==> src/rtl/minimig_autoconfig_chain.sv <==
// Zorro II/III autoconfig chain: presents one enabled board at a time in the
// autoconfig window. Define AUTOCONFIG_Z3_EN to support Zorro III boards.
module minimig_autoconfig_chain #(
  parameter int          NUM_BOARDS = 6,
  parameter logic [31:0] SERIAL     = 32'h0000_0000,
  parameter int          IDXW       = (NUM_BOARDS > 1) ? $clog2(NUM_BOARDS) : 1
) (
  input  logic                    clk,
  input  logic                    reset,
  input  logic                    clk7_en,
  input  logic [7:0]              address_in,
  input  logic [15:0]             data_in,
  output logic [15:0]             data_out,
  input  logic                    rd,
  input  logic                    hwr,
  input  logic                    lwr,
  input  logic                    sel,
  input  logic [NUM_BOARDS-1:0]   board_enable,
  input  logic [NUM_BOARDS-1:0]   board_z3,
  input  logic [NUM_BOARDS-1:0]   board_mem,
  input  logic [4*NUM_BOARDS-1:0] board_size,
  input  logic [8*NUM_BOARDS-1:0] board_product,
  input  logic [16*NUM_BOARDS-1:0] board_mfr,
  output logic [NUM_BOARDS-1:0]   board_configured,
  output logic [NUM_BOARDS-1:0]   board_shutup,
  output logic [16*NUM_BOARDS-1:0] board_base,
  output logic [IDXW-1:0]         current_board,
  output logic                    autoconfig_done
);

`ifdef AUTOCONFIG_Z3_EN
  localparam bit Z3_EN = 1'b1;
`else
  localparam bit Z3_EN = 1'b0;
`endif

  localparam logic [IDXW-1:0] LAST_IDX = IDXW'(NUM_BOARDS - 1);

  typedef enum logic [1:0] {INIT, SCAN, PRESENT, DONE} state_t;

  state_t          state;
  state_t          state_next;
  logic [IDXW-1:0] idx;
  logic [IDXW-1:0] idx_next;

  logic [NUM_BOARDS-1:0] en_q;
  logic [NUM_BOARDS-1:0] z3_q;
  logic [NUM_BOARDS-1:0] mem_q;
  logic [3:0]            size_q [NUM_BOARDS];
  logic [7:0]            prod_q [NUM_BOARDS];
  logic [15:0]           mfr_q  [NUM_BOARDS];
  logic [15:0]           base_q [NUM_BOARDS];
  logic [NUM_BOARDS-1:0] configured_q;
  logic [NUM_BOARDS-1:0] shutup_q;

  logic        wr_event;
  logic [8:0]  byte_addr;
  logic        set_cfg;
  logic        set_shut;
  logic [15:0] new_base;
  logic        chained;
  logic [7:0]  reg_val;
  logic [3:0]  nibble;
  logic        unused_rd;

  assign wr_event  = clk7_en & sel & (hwr | lwr);
  assign byte_addr = {address_in, 1'b0};
  assign unused_rd = rd;

  always_ff @(posedge clk) begin
    if (reset) begin
      state <= INIT;
      idx   <= '0;
    end else begin
      state <= state_next;
      idx   <= idx_next;
    end
  end

  always_comb begin
    state_next = state;
    idx_next   = idx;
    set_cfg    = 1'b0;
    set_shut   = 1'b0;
    new_base   = 16'h0000;
    unique case (state)
      INIT: begin
        state_next = SCAN;
        idx_next   = '0;
      end
      SCAN: begin
        if (en_q[idx]) begin
          state_next = PRESENT;
        end else if (idx == LAST_IDX) begin
          state_next = DONE;
        end else begin
          idx_next = idx + 1'b1;
        end
      end
      PRESENT: begin
        if (wr_event) begin
          if (byte_addr == 9'h048 && !z3_q[idx]) begin
            set_cfg  = 1'b1;
            new_base = {8'h00, data_in[15:8]};
          end else if (Z3_EN && byte_addr == 9'h044 && z3_q[idx]) begin
            set_cfg  = 1'b1;
            new_base = data_in;
          end else if (byte_addr == 9'h04C) begin
            set_shut = 1'b1;
          end
          if (set_cfg || set_shut) begin
            if (idx == LAST_IDX) begin
              state_next = DONE;
            end else begin
              idx_next   = idx + 1'b1;
              state_next = SCAN;
            end
          end
        end
      end
      DONE: begin
        state_next = DONE;
      end
      default: begin
        state_next = INIT;
      end
    endcase
  end

  // Board configuration is frozen at INIT so the chain cannot shift mid-walk.
  // Without Zorro III support such boards are dropped from the chain entirely.
  always_ff @(posedge clk) begin
    if (reset) begin
      en_q  <= '0;
      z3_q  <= '0;
      mem_q <= '0;
      for (int i = 0; i < NUM_BOARDS; i++) begin
        size_q[i] <= 4'h0;
        prod_q[i] <= 8'h00;
        mfr_q[i]  <= 16'h0000;
      end
    end else if (state == INIT) begin
      mem_q <= board_mem;
`ifdef AUTOCONFIG_Z3_EN
      en_q  <= board_enable;
      z3_q  <= board_z3;
`else
      en_q  <= board_enable & ~board_z3;
      z3_q  <= '0;
`endif
      for (int i = 0; i < NUM_BOARDS; i++) begin
        size_q[i] <= board_size[4*i +: 4];
        prod_q[i] <= board_product[8*i +: 8];
        mfr_q[i]  <= board_mfr[16*i +: 16];
      end
    end
  end

  always_ff @(posedge clk) begin
    if (reset) begin
      configured_q <= '0;
      shutup_q     <= '0;
      for (int i = 0; i < NUM_BOARDS; i++) begin
        base_q[i] <= 16'h0000;
      end
    end else begin
      if (set_cfg) begin
        configured_q[idx] <= 1'b1;
        base_q[idx]       <= new_base;
      end
      if (set_shut) begin
        shutup_q[idx] <= 1'b1;
      end
    end
  end

  // Descriptor generator: everything but er_type is stored inverted on the bus.
  always_comb begin
    chained = 1'b0;
    for (int i = 0; i < NUM_BOARDS; i++) begin
      if (i > int'(idx) && en_q[i]) begin
        chained = 1'b1;
      end
    end
    reg_val = 8'h00;
    case (address_in[7:1])
      7'd0: reg_val = {(z3_q[idx] ? 2'b10 : 2'b11), mem_q[idx], 1'b0, chained, size_q[idx][2:0]};
      7'd1: reg_val = ~prod_q[idx];
      7'd2: reg_val = ~{2'b00, size_q[idx][3], z3_q[idx], 4'h0};
      7'd4: reg_val = ~mfr_q[idx][15:8];
      7'd5: reg_val = ~mfr_q[idx][7:0];
      7'd6: reg_val = ~SERIAL[31:24];
      7'd7: reg_val = ~SERIAL[23:16];
      7'd8: reg_val = ~SERIAL[15:8];
      7'd9: reg_val = ~SERIAL[7:0];
      default: reg_val = 8'h00;
    endcase
    nibble = address_in[0] ? reg_val[3:0] : reg_val[7:4];
  end

  always_ff @(posedge clk) begin
    if (reset) begin
      data_out <= 16'h0000;
    end else if (sel) begin
      data_out <= {((state == PRESENT) ? nibble : 4'h0), 12'hfff};
    end else begin
      data_out <= 16'h0000;
    end
  end

  for (genvar g = 0; g < NUM_BOARDS; g++) begin : g_base
    assign board_base[16*g +: 16] = base_q[g];
  end

  assign board_configured = configured_q;
  assign board_shutup     = shutup_q;
  assign current_board    = idx;
  assign autoconfig_done  = (state == DONE);

endmodule

==> config.mk <==
export PLATFORM = sky130hd
export DESIGN_NAME = minimig_autoconfig_chain
export DESIGN_NICKNAME = d
export VERILOG_FILES = /design/src/rtl/minimig_autoconfig_chain.sv
export SDC_FILE = /design/constraint.sdc
export NUM_CORES = 1
export LEC_CHECK = 0
export ABC_CLOCK_PERIOD_IN_PS = 8600
export CORE_MARGIN = 2
export CORE_UTILIZATION = 25
export DETAILED_ROUTE_END_ITERATION = 12
export PLACE_DENSITY = 0.46
export SKIP_CTS_REPAIR_TIMING = 1
export SYNTH_ARGS = -nofsm -noshare
export SYNTH_HDL_FRONTEND = slang
export SYNTH_SLANG_ARGS = --single-unit
==> constraint.sdc <==
create_clock -name clk -period 8.6 [get_ports clk]
set_clock_uncertainty 0.2 [all_clocks]
set_input_delay 1.29 -clock clk [delete_from_list [all_inputs] [get_ports clk]]
set_output_delay 1.29 -clock clk [all_outputs]
set_load 0.005 [all_outputs]
==> run metrics <==
status finished clean; Slew Limit Fails 0; distinct cell type count after synthesis 52; Pwr Total a little over 4 mW; fin crit share 0.459; Synth top cells by count edfxtp_1 (216), and2_1 (176), buf_4 (64), nor2_1 (41); Total Routing Usage GR 0.127; initial antenna violation count 7; CP max stage cell nor2_1; Worst VDD drop 0.000135 V; Initial Utilization 0.253; Sw Ratio 0.281; Num Clock Sinks 253; clock share of power 0.277; Slew HR 0.250; most used cell, CP nand2_1; DR WL/cell 17.8 um; crit path capture type register; die area approximately 0.049 sq mm; number of synthesized flops with an enable pin ~220; row cnt 79; final worst path period need 3.95 ns; Slew @ Worst Pin 1.12 ns; final setup vio count 0; Reg power frac 0.471; Layout Utilization 0.340; crit start category primary input; Design Area, Final between 0.015 and 0.02 sq mm; htree depth 1; PD cells roughly 260 mW/mm^2; Layout Nets between 1000 and 1500; critical path class primary input to register; hold depth 2; Post-Route WL 31600 um; average cell area after synthesis 13.3 sq um; vias in the first global route 7536; #FFs+latches synth 253; share of cells above drive strength 1 0.109; crit-path cells clkdlybuf4s50_1, or3b_4, nor4b_4, nand2_1, nor2_1, nand2_1, nand2_1; Clock Latency Late Sink ~0.57 ns; Buffers on Ports 287; grt ovf 0; RR Startpoint state[0]; Hold EP board_configured[0]; Reg2Reg Depth 5; Clock Path Buffers 3; Placement Setup Slack approximately 4.0 ns; antenna violation net count after detailed routing 0; Post-Synthesis Cells between 800 and 900; CTS buffer count 29; Critical Path RT 8.63 ns; synthesized area 0.0117 sq mm; antenna cells 0; hold slack approximately 0.27 ns; HP Start board_configured[0]; Die H between 200 and 250 um; placed cells between 1500 and 2000; asr flop ratio synth 0; Max Cap Viol 0; register area share after synthesis 0.615; r2r setup slk 5.07 ns; combinational share of power 0.253; I/O pin cnt 345; Pre-Repair DR Iteration Count 6; via count 7390; most numerous cell in the Yosys netlist edfxtp_1; DRC 0; slowest stage delay, CP between 0.6 and 0.7 ns; fmax 0.253 GHz; Worst EP arrival a little under 4 ns; final worst slack 4.65 ns; Post-DP HPWL about 22000 um; Pint 2.93 mW; area leader, netlist edfxtp_1; Die Wd 221 um; Yosys warning total 0; area of the core roughly 0.046 sq mm; CTS tree built; Reg-to-Reg End mfr_q[5][2]; Final Wtd Congestion 0.727; drt via density roughly 4.2; final hold violations 0; setup total negative slack 0 ns; non-filler cells, final between 1500 and 2000; Hold Crit Class register to register; Pleak 5.91 nW; worst-path maximum fanout 12; area added between synthesis and finish 34.4%; pin count of the biggest net entering global routing between 100 and 150; P_sw approximately 1.1 mW; top cell type's share of synthesized area 0.552; CTS root buf clkbuf_16; post-place instance area 0.0149 sq mm; Synth Flop Type edfxtp_1; Clock transition at path regs 0.06 ns; dominant cells by area after synthesis edfxtp_1 (55%), and2_1 (9.4%), dfxtp_1 (6.3%); initial DRC count 400; first-pass GRT wire length ~46000 um; RSZ-0062 raised after global routing no
## cell families (layout without fill, tap and decap cells)
group / count (synthesis) / in the layout / synth area share
other cells: 1 / 48 / 0.000319
mux: 87 / 87 / 0.108
fa+ha+maj: 7 / 7 / 0.00746
buf+inv: 124 / 357 / 0.0635
flops: 253 / 253 / 0.615
compound gates: 73 / 73 / 0.0371
simple gates: 339 / 339 / 0.169
## cell type report
type | instances | area, sq um
Sequential cell | 253 | 7230
Timing Repair Buffer | 297 | 2950
Clock inverter | 13 | 80.1
Fill cell | 4638 | 30700
Tap cell | 607 | 759
Clock buffer | 38 | 769
Multi-Input combinational cell | 554 | 3960
Inverter | 9 | 33.8
## state kept, by name, summed over array words and instances (netlist names), named ones only
name / count
base_q: 48
board_configured: 6
board_shutup: 6
current_board: 3
data_out: 5
en_q: 6
mem_q: 6
mfr_q: 96
prod_q: 48
size_q: 24
state: 2
## layer usage
layer / global-route usage / share of wire / vias to the layer above
met1: 0.160 / 0.42 / 3491
li1: - / - / 3588
met2: 0.218 / 0.48 / 250
met4: 0.0258 / 0.018 / 12
met5: 0 / 0.0025 / -
met3: 0.0367 / 0.079 / 49
## how the worst max path moves through the flow
stage	from	end	slack, ns	cells after the start
2_1_floorplan	reset	mfr_q[0][0]	4.09	3
4_1_cts	address_in[2]	base_q[5][1]	4.64	7
5_1_grt	address_in[2]	base_q[5][1]	4.34	7
3_3_place_gp	address_in[2]	base_q[5][1]	4.04	7
6_report	address_in[2]	base_q[5][3]	4.65	7
3_5_place_dp	address_in[2]	base_q[5][1]	4.03	7
## placed cells by master (no fill, tap or decap), types with 19 or more instances in the layout
cell type,synthesis,layout
clkdlybuf4s50_1,0,287
edfxtp_1,216,216
and2_1,176,176
conb_1,1,48
nor2_1,41,41
mux2_2,40,40
and3_1,40,40
dfxtp_1,37,34
a21oi_1,33,33
nand2_1,29,29
clkbuf_16,0,29
mux4_2,27,27
mux2i_1,19,19
## worst max-delay path: cells and delay by family
family | cells | cell delay [ns]
buf+inv | 1 | 0.62
simple gates | 6 | 2.04
## power by group through the flow
stage	sequential [mW]	clock (mW)	combinational (mW)
finish	1.91	1.12	1.03
global route	1.95	1.20	1.15
CTS	1.92	1.16	1.07
detailed placement	1.94	0	1.07
global placement	1.93	0	1.06
floorplan	1.91	0	0.708
Power figures use the tool's default switching activity.
